`src/rtl/display_scan_controller.sv`:
```
// Scan sequencer and 16-bit serializer for a multiplexed 7-segment display.
// Each digit: select, capture {dp,segments,digit-enables}, shift out MSB first, latch, dwell.
module display_scan_controller #(
  parameter int NUM_DIGITS  = 6,
  parameter int DIV         = 2,
  parameter int HOLD_CYCLES = 16
) (
  input  logic       clk,
  input  logic       reset_n,
  input  logic       en,
  input  logic       dp_in,
  input  logic [6:0] led_in,
  output logic [2:0] segment_select,
  output logic       serial_data,
  output logic       serial_clk,
  output logic       latch,
  output logic       busy,
  output logic       frame_done,
  output logic [2:0] state_o
);

  typedef enum logic [2:0] {
    S_IDLE    = 3'd0,
    S_SELECT  = 3'd1,
    S_CAPTURE = 3'd2,
    S_SHIFT   = 3'd3,
    S_LATCH   = 3'd4,
    S_HOLD    = 3'd5
  } state_e;

  // One counter serves bit timing, latch width and dwell, so size it for the largest.
  localparam int CNT_MAX = (2 * DIV > HOLD_CYCLES) ? 2 * DIV : HOLD_CYCLES;
  localparam int CW      = $clog2(CNT_MAX + 1);

  localparam logic [CW-1:0] CNT_ONE    = CW'(1);
  localparam logic [CW-1:0] HALF_C     = CW'(DIV);
  localparam logic [CW-1:0] BIT_END    = CW'(2 * DIV - 1);
  localparam logic [CW-1:0] LATCH_END  = CW'(DIV - 1);
  localparam logic [CW-1:0] HOLD_END   = CW'(HOLD_CYCLES - 1);
  localparam logic [2:0]    LAST_DIGIT = 3'(NUM_DIGITS - 1);

  state_e        state_q, state_d;
  logic [2:0]    digit_q, digit_d;
  logic [15:0]   shift_q, shift_d;
  logic [4:0]    bits_q, bits_d;
  logic [CW-1:0] cnt_q, cnt_d;

  always_ff @(posedge clk or negedge reset_n) begin
    if (!reset_n) begin
      state_q <= S_IDLE;
      digit_q <= 3'd0;
      shift_q <= 16'd0;
      bits_q  <= 5'd0;
      cnt_q   <= '0;
    end else begin
      state_q <= state_d;
      digit_q <= digit_d;
      shift_q <= shift_d;
      bits_q  <= bits_d;
      cnt_q   <= cnt_d;
    end
  end

  always_comb begin
    state_d    = state_q;
    digit_d    = digit_q;
    shift_d    = shift_q;
    bits_d     = bits_q;
    cnt_d      = cnt_q;
    frame_done = 1'b0;
    case (state_q)
      S_IDLE: begin
        if (en) state_d = S_SELECT;
      end
      S_SELECT: begin
        state_d = S_CAPTURE;
      end
      S_CAPTURE: begin
        shift_d = {dp_in, led_in, ~(8'b1 << digit_q)};
        bits_d  = 5'd16;
        cnt_d   = '0;
        state_d = S_SHIFT;
      end
      S_SHIFT: begin
        // End of the high phase: advance to the next bit.
        if (cnt_q == BIT_END) begin
          cnt_d   = '0;
          shift_d = {shift_q[14:0], 1'b0};
          bits_d  = bits_q - 5'd1;
          if (bits_q == 5'd1) state_d = S_LATCH;
        end else begin
          cnt_d = cnt_q + CNT_ONE;
        end
      end
      S_LATCH: begin
        if (cnt_q == LATCH_END) begin
          cnt_d   = '0;
          state_d = S_HOLD;
        end else begin
          cnt_d = cnt_q + CNT_ONE;
        end
      end
      S_HOLD: begin
        if (cnt_q == HOLD_END) begin
          cnt_d = '0;
          if (digit_q == LAST_DIGIT) begin
            digit_d    = 3'd0;
            frame_done = 1'b1;
          end else begin
            digit_d = digit_q + 3'd1;
          end
          state_d = en ? S_SELECT : S_IDLE;
        end else begin
          cnt_d = cnt_q + CNT_ONE;
        end
      end
      default: begin
        state_d = S_IDLE;
      end
    endcase
  end

  // All outputs decode directly from registers so reset clears them without a clock.
  assign segment_select = digit_q;
  assign busy           = (state_q != S_IDLE);
  assign serial_data    = (state_q == S_SHIFT) && shift_q[15];
  assign serial_clk     = (state_q == S_SHIFT) && (cnt_q >= HALF_C);
  assign latch          = (state_q == S_LATCH);
  assign state_o        = state_q;

endmodule

```
`config.mk`:
```
export PLATFORM = sky130hd
export DESIGN_NAME = display_scan_controller
export DESIGN_NICKNAME = d
export VERILOG_FILES = /design/src/rtl/display_scan_controller.sv
export SDC_FILE = /design/constraint.sdc
export NUM_CORES = 1
export LEC_CHECK = 0
export BUFFER_PORTS_ARGS = -buffer_cell sky130_fd_sc_hd__buf_2
export CAP_MARGIN = 5
export CORE_ASPECT_RATIO = 0.75
export CORE_MARGIN = 1
export CORE_UTILIZATION = 45
export CTS_CLUSTER_DIAMETER = 100
export DETAILED_ROUTE_END_ITERATION = 16
export GPL_ROUTABILITY_DRIVEN = 0
export PLACE_DENSITY = 0.67
export SLEW_MARGIN = 20
export SYNTH_ARGS = -nofsm -noshare
export SYNTH_HDL_FRONTEND = slang
export SYNTH_SLANG_ARGS = --single-unit
```
`constraint.sdc`:
```
create_clock -name clk -period 1.81 [get_ports clk]
set_clock_uncertainty 0.1 [all_clocks]
set_input_delay 0.362 -clock clk [delete_from_list [all_inputs] [get_ports clk]]
set_output_delay 0.362 -clock clk [all_outputs]
set_load 0.02 [all_outputs]
```
==> impl_metrics.prom <==
# TYPE chip_impl_metric gauge
chip_impl_metric{name="sequential_area_share_after_synthesis",unit=""} 0.4208
chip_impl_info{name="ys_dominant_reg_cell",value="dfrtp_1"} 1
chip_impl_metric{name="die_area",unit="mm^2"} 0.004496
chip_impl_metric{name="postLayoutCellArea",unit="mm^2"} 0.002724
chip_impl_metric{name="area_growth",unit="%"} 43.13
chip_impl_metric{name="number_of_global_route_vias_before_repair",unit=""} 1640
chip_impl_metric{name="dr_pass1_iterations",unit=""} 4
chip_impl_metric{name="core_region_area",unit="mm^2"} 0.004054
chip_impl_metric{name="io_buffer_count",unit=""} 21
chip_impl_metric{name="post_drt_via_cell_ratio",unit=""} 5.407
chip_impl_info{name="synthTopCellsByArea",value="dfrtp_1 (42%), nand2_1 (7.1%), ha_1 (6.6%)"} 1
chip_impl_metric{name="clockPowerShare",unit=""} 0.171
chip_impl_metric{name="placedCellCount",unit=""} 304
chip_impl_info{name="critPathLaunchType",value="flip-flop"} 1
chip_impl_metric{name="maxSlewViolCount",unit=""} 0
chip_impl_metric{name="clk_latency",unit="ps"} 280
chip_impl_metric{name="finalHoldViolCount",unit=""} 0
chip_impl_info{name="rsz0062_at_grt",value="yes"} 1
chip_impl_metric{name="cts-buffers-inserted",unit=""} 5
chip_impl_metric{name="postPlaceCellArea",unit="mm^2"} 0.002255
chip_impl_metric{name="setup.reg_to_reg.worst_slack",unit="ps"} -190
chip_impl_metric{name="drive_above_1_share",unit=""} 0.4051
chip_impl_metric{name="design.portCount",unit=""} 22
chip_impl_metric{name="slew_of_the_pin_with_the_lowest_slew_margin",unit="ps"} 466.9
chip_impl_metric{name="rows",unit=""} 20
chip_impl_metric{name="syn-instance-count",unit=""} 210
chip_impl_metric{name="cellLeakagePower",unit="nW"} 1.255
chip_impl_metric{name="drtAntennaViolNets",unit=""} 0
chip_impl_metric{name="start_util",unit=""} 0.4694
chip_impl_metric{name="largest_net_degree_at_the_start_of_global_routing",unit=""} 20
chip_impl_metric{name="fraction_of_registers_with_async_set_or_reset_after_synthesis",unit=""} 1.000
chip_impl_metric{name="multi_input_logic_area",unit="mm^2"} 0.001171
chip_impl_info{name="endpoint_kind",value="primary output"} 1
chip_impl_metric{name="synth-seq-cells",unit=""} 32
chip_impl_metric{name="worst_slew_margin_rel",unit=""} 0.6887
chip_impl_metric{name="drc_errors",unit=""} 0
chip_impl_metric{name="final_nets",unit=""} 294
chip_impl_metric{name="use_met1",unit=""} 0.3493
chip_impl_metric{name="tritoncts_num_sinks",unit=""} 32
chip_impl_metric{name="groute.layer.met2.usage",unit=""} 0.3737
chip_impl_metric{name="achievable-frequency",unit="MHz"} 491.7
chip_impl_metric{name="routed_wirelength",unit="mm"} 5.057
chip_impl_metric{name="clk_pin_slew",unit="ps"} 70
chip_impl_metric{name="wire_per_inst",unit="um"} 15.37
chip_impl_metric{name="grt_antenna_before_repair",unit=""} 0
chip_impl_metric{name="finalWorstSetupSlack",unit="ps"} -223.6
chip_impl_metric{name="fp.dieW",unit="um"} 77.09
chip_impl_metric{name="cp_required",unit="ps"} 1350
chip_impl_metric{name="fillerInstances",unit=""} 313
chip_impl_metric{name="layout_worst_path_cycle_share",unit=""} 1.124
chip_impl_metric{name="grt-ovfl-total",unit=""} 0
chip_impl_metric{name="ys.warnings.count",unit=""} 0
chip_impl_info{name="post-synth-top-area-cell",value="dfrtp_1"} 1
chip_impl_metric{name="p_sw",unit="W"} 0.001593
chip_impl_metric{name="sequential_cell_area",unit="um^2"} 802.0
chip_impl_metric{name="track_usage",unit=""} 0.2430
chip_impl_info{name="hold_path_class",value="in -> reg"} 1
chip_impl_metric{name="worstRegToRegCells",unit=""} 7
chip_impl_info{name="clock_tree_from_tritoncts",value="built"} 1
chip_impl_metric{name="peak_supply_drop",unit="uV"} 763.4
chip_impl_metric{name="max-clock-path-buffers",unit=""} 2
chip_impl_metric{name="combPwrFrac",unit=""} 0.546
chip_impl_info{name="critical_path.endpoint",value="frame_done"} 1
chip_impl_info{name="rr_endpoint",value="state_o[0]"} 1
chip_impl_metric{name="postSynthAreaPerCell",unit="um^2"} 9.062
chip_impl_metric{name="die_h",unit="um"} 58.32
chip_impl_metric{name="p_int",unit="W"} 0.002367
chip_impl_info{name="status",value="complete, but fails checks"} 1
chip_impl_metric{name="globalRouteMet3Util",unit=""} 0.04806
chip_impl_metric{name="maxCapViolCount",unit=""} 0
chip_impl_metric{name="detailedRoute.firstIterationViolations",unit=""} 171
chip_impl_metric{name="edff_count_synth",unit=""} 0
chip_impl_metric{name="power_density",unit="mW/mm^2"} 1454
chip_impl_metric{name="first_pass_grt_wire_length",unit="mm"} 8.238
chip_impl_metric{name="antenna_cells_inserted",unit=""} 0
chip_impl_metric{name="synth_nets",unit=""} 231
chip_impl_info{name="yosysMostFrequentCell",value="nand2_1"} 1
chip_impl_metric{name="mappedNetlistArea",unit="mm^2"} 0.001903
chip_impl_metric{name="layout_min_cycle_time",unit="ps"} 2034
chip_impl_info{name="ys_top_cells_by_count",value="nand2_1 (36), dfrtp_1 (32), nor2_1 (18), o21ai_0 (13)"} 1
chip_impl_metric{name="final_count_of_negative_setup_slack_endpoints",unit=""} 18
chip_impl_metric{name="worst-endpoint-arrival",unit="ps"} 1570
chip_impl_info{name="setup.worst_path.class",value="reg -> out"} 1
chip_impl_info{name="cp-startpoint",value="cnt_q[1]"} 1
chip_impl_metric{name="seq_power_share",unit=""} 0.283
chip_impl_metric{name="critPathMaxFanout",unit=""} 4
chip_impl_info{name="clock_tree.root_cell",value="clkbuf_8"} 1
chip_impl_info{name="crit-reg2reg-launch",value="cnt_q[0]"} 1
chip_impl_info{name="grt-busiest-layer",value="met2"} 1
chip_impl_metric{name="h_tree_level_count",unit=""} 2
chip_impl_metric{name="proportion_of_netlist_area_held_by_the_largest_area_contributor",unit=""} 0.4208
chip_impl_metric{name="dp_hpwl",unit="mm"} 3.203
chip_impl_metric{name="p_sw_frac",unit=""} 0.4023
chip_impl_metric{name="netlist-cell-type-count",unit=""} 51
chip_impl_info{name="violations",value="negative setup slack"} 1
chip_impl_metric{name="detailroute.via_count",unit=""} 1779
chip_impl_metric{name="final-instance-count-excl-fill",unit=""} 329
-- routing by layer --
metal	vias to the layer above	routed length, um
met5	-	0
met4	0	63
met3	10	233
met2	42	2375
met1	856	2384
li1	871	-
-- how the worst min path moves through the flow --
| stage | start | end | slack (ps) | depth (start not counted) |
|---|---|---|---|---|
| global route | led_in[2] | shift_q[10] | 240 | 3 |
| global placement | reset_n | shift_q[4] | 230 | 1 |
| finish | led_in[2] | shift_q[10] | 230 | 3 |
| floorplan | reset_n | bits_q[0] | -30 | 0 |
| CTS | dp_in | shift_q[15] | 220 | 3 |
| detailed placement | reset_n | shift_q[4] | 230 | 1 |
-- area by class of cell --
type / count / area share
clock buffers: 6 / 0.02664
clock inverters: 2 / 0.01286
flip-flops and latches: 32 / 0.2944
multi-input cells: 155 / 0.4299
inverters: 10 / 0.01378
repair buffers: 69 / 0.1971
well taps: 55 / 0.02526
-- placed cells by master, fill, tap and decap left out, drive strengths merged, types with 4 or more instances in the layout --
master  count
a31oi      11
clkbuf      6
nor2b       4
o31ai       4
nor3b       4
a21oi      11
nor2       19
inv        10
nand2      36
o21ai      15
dfrtp      32
o22ai       5
buf        68
nor3        4
ha         10
-- power groups by stage --
stage	sequential (W)	clock (W)	combinational, W
5_1_grt	0.00114	0.000719	0.00234
6_report	0.00112	0.000677	0.00216
3_3_place_gp	0.00110	0	0.00155
4_1_cts	0.00110	0.000690	0.00207
3_5_place_dp	0.00110	0	0.00159
2_1_floorplan	0.00111	0	0.00109
-- per-stage QoR --
stage | hold WS, ps | TNS, ps | worst slack (ps) | power, W | util
after global routing | 236.6 | -2491 | -258.3 | 0.004207 | 0.6719
final | 232.2 | -1604 | -223.6 | 0.003961 | 0.6719
after global placement | 232.3 | -109.9 | -42.50 | 0.002649 | 0.5562
after detailed placement | 233.0 | -655.0 | -125.2 | 0.002693 | 0.5562
after CTS | 223.8 | -1844 | -224.7 | 0.003853 | 0.6463
after floorplan | -33.59 | -201.1 | -65.06 | 0.002207 | -
-- logic make-up (layout without fill, tap and decap cells) --
family          after synthesis  in the layout  share of synthesized area
mux                           2              2                    0.01052
xor+xnor                      2              2                   0.009206
simple gates                 88             88                     0.2439
compound gates               53             53                     0.1828
buf+inv                      23             87                    0.06705
flops                        32             32                     0.4208
fa+ha+maj                    10             10                    0.06575
-- registers in the layout, summed over array words and instances (netlist names) --
signal and count:
segment_select 3, state_o 3, shift_q 16, cnt_q 5, bits_q 5
-- worst max-delay path: stages (launching register included) --
cell     delay, ps
dfrtp_1        420
ha_4           190
and4b_2        240
and3_4         180
and2_4         150
buf_6          120
-- what timing repair did --
action                                 4_1_cts  5_1_grt
gates cloned                                 1        0
gates resized for setup                     26       19
pin swaps                                    4        9
setup endpoints to repair                   19       28
buffers inserted                            10        6
hold buffers                                 1        0
endpoints found under the hold margin       17        0
Note: power is estimated with default switching activity, not from simulation.
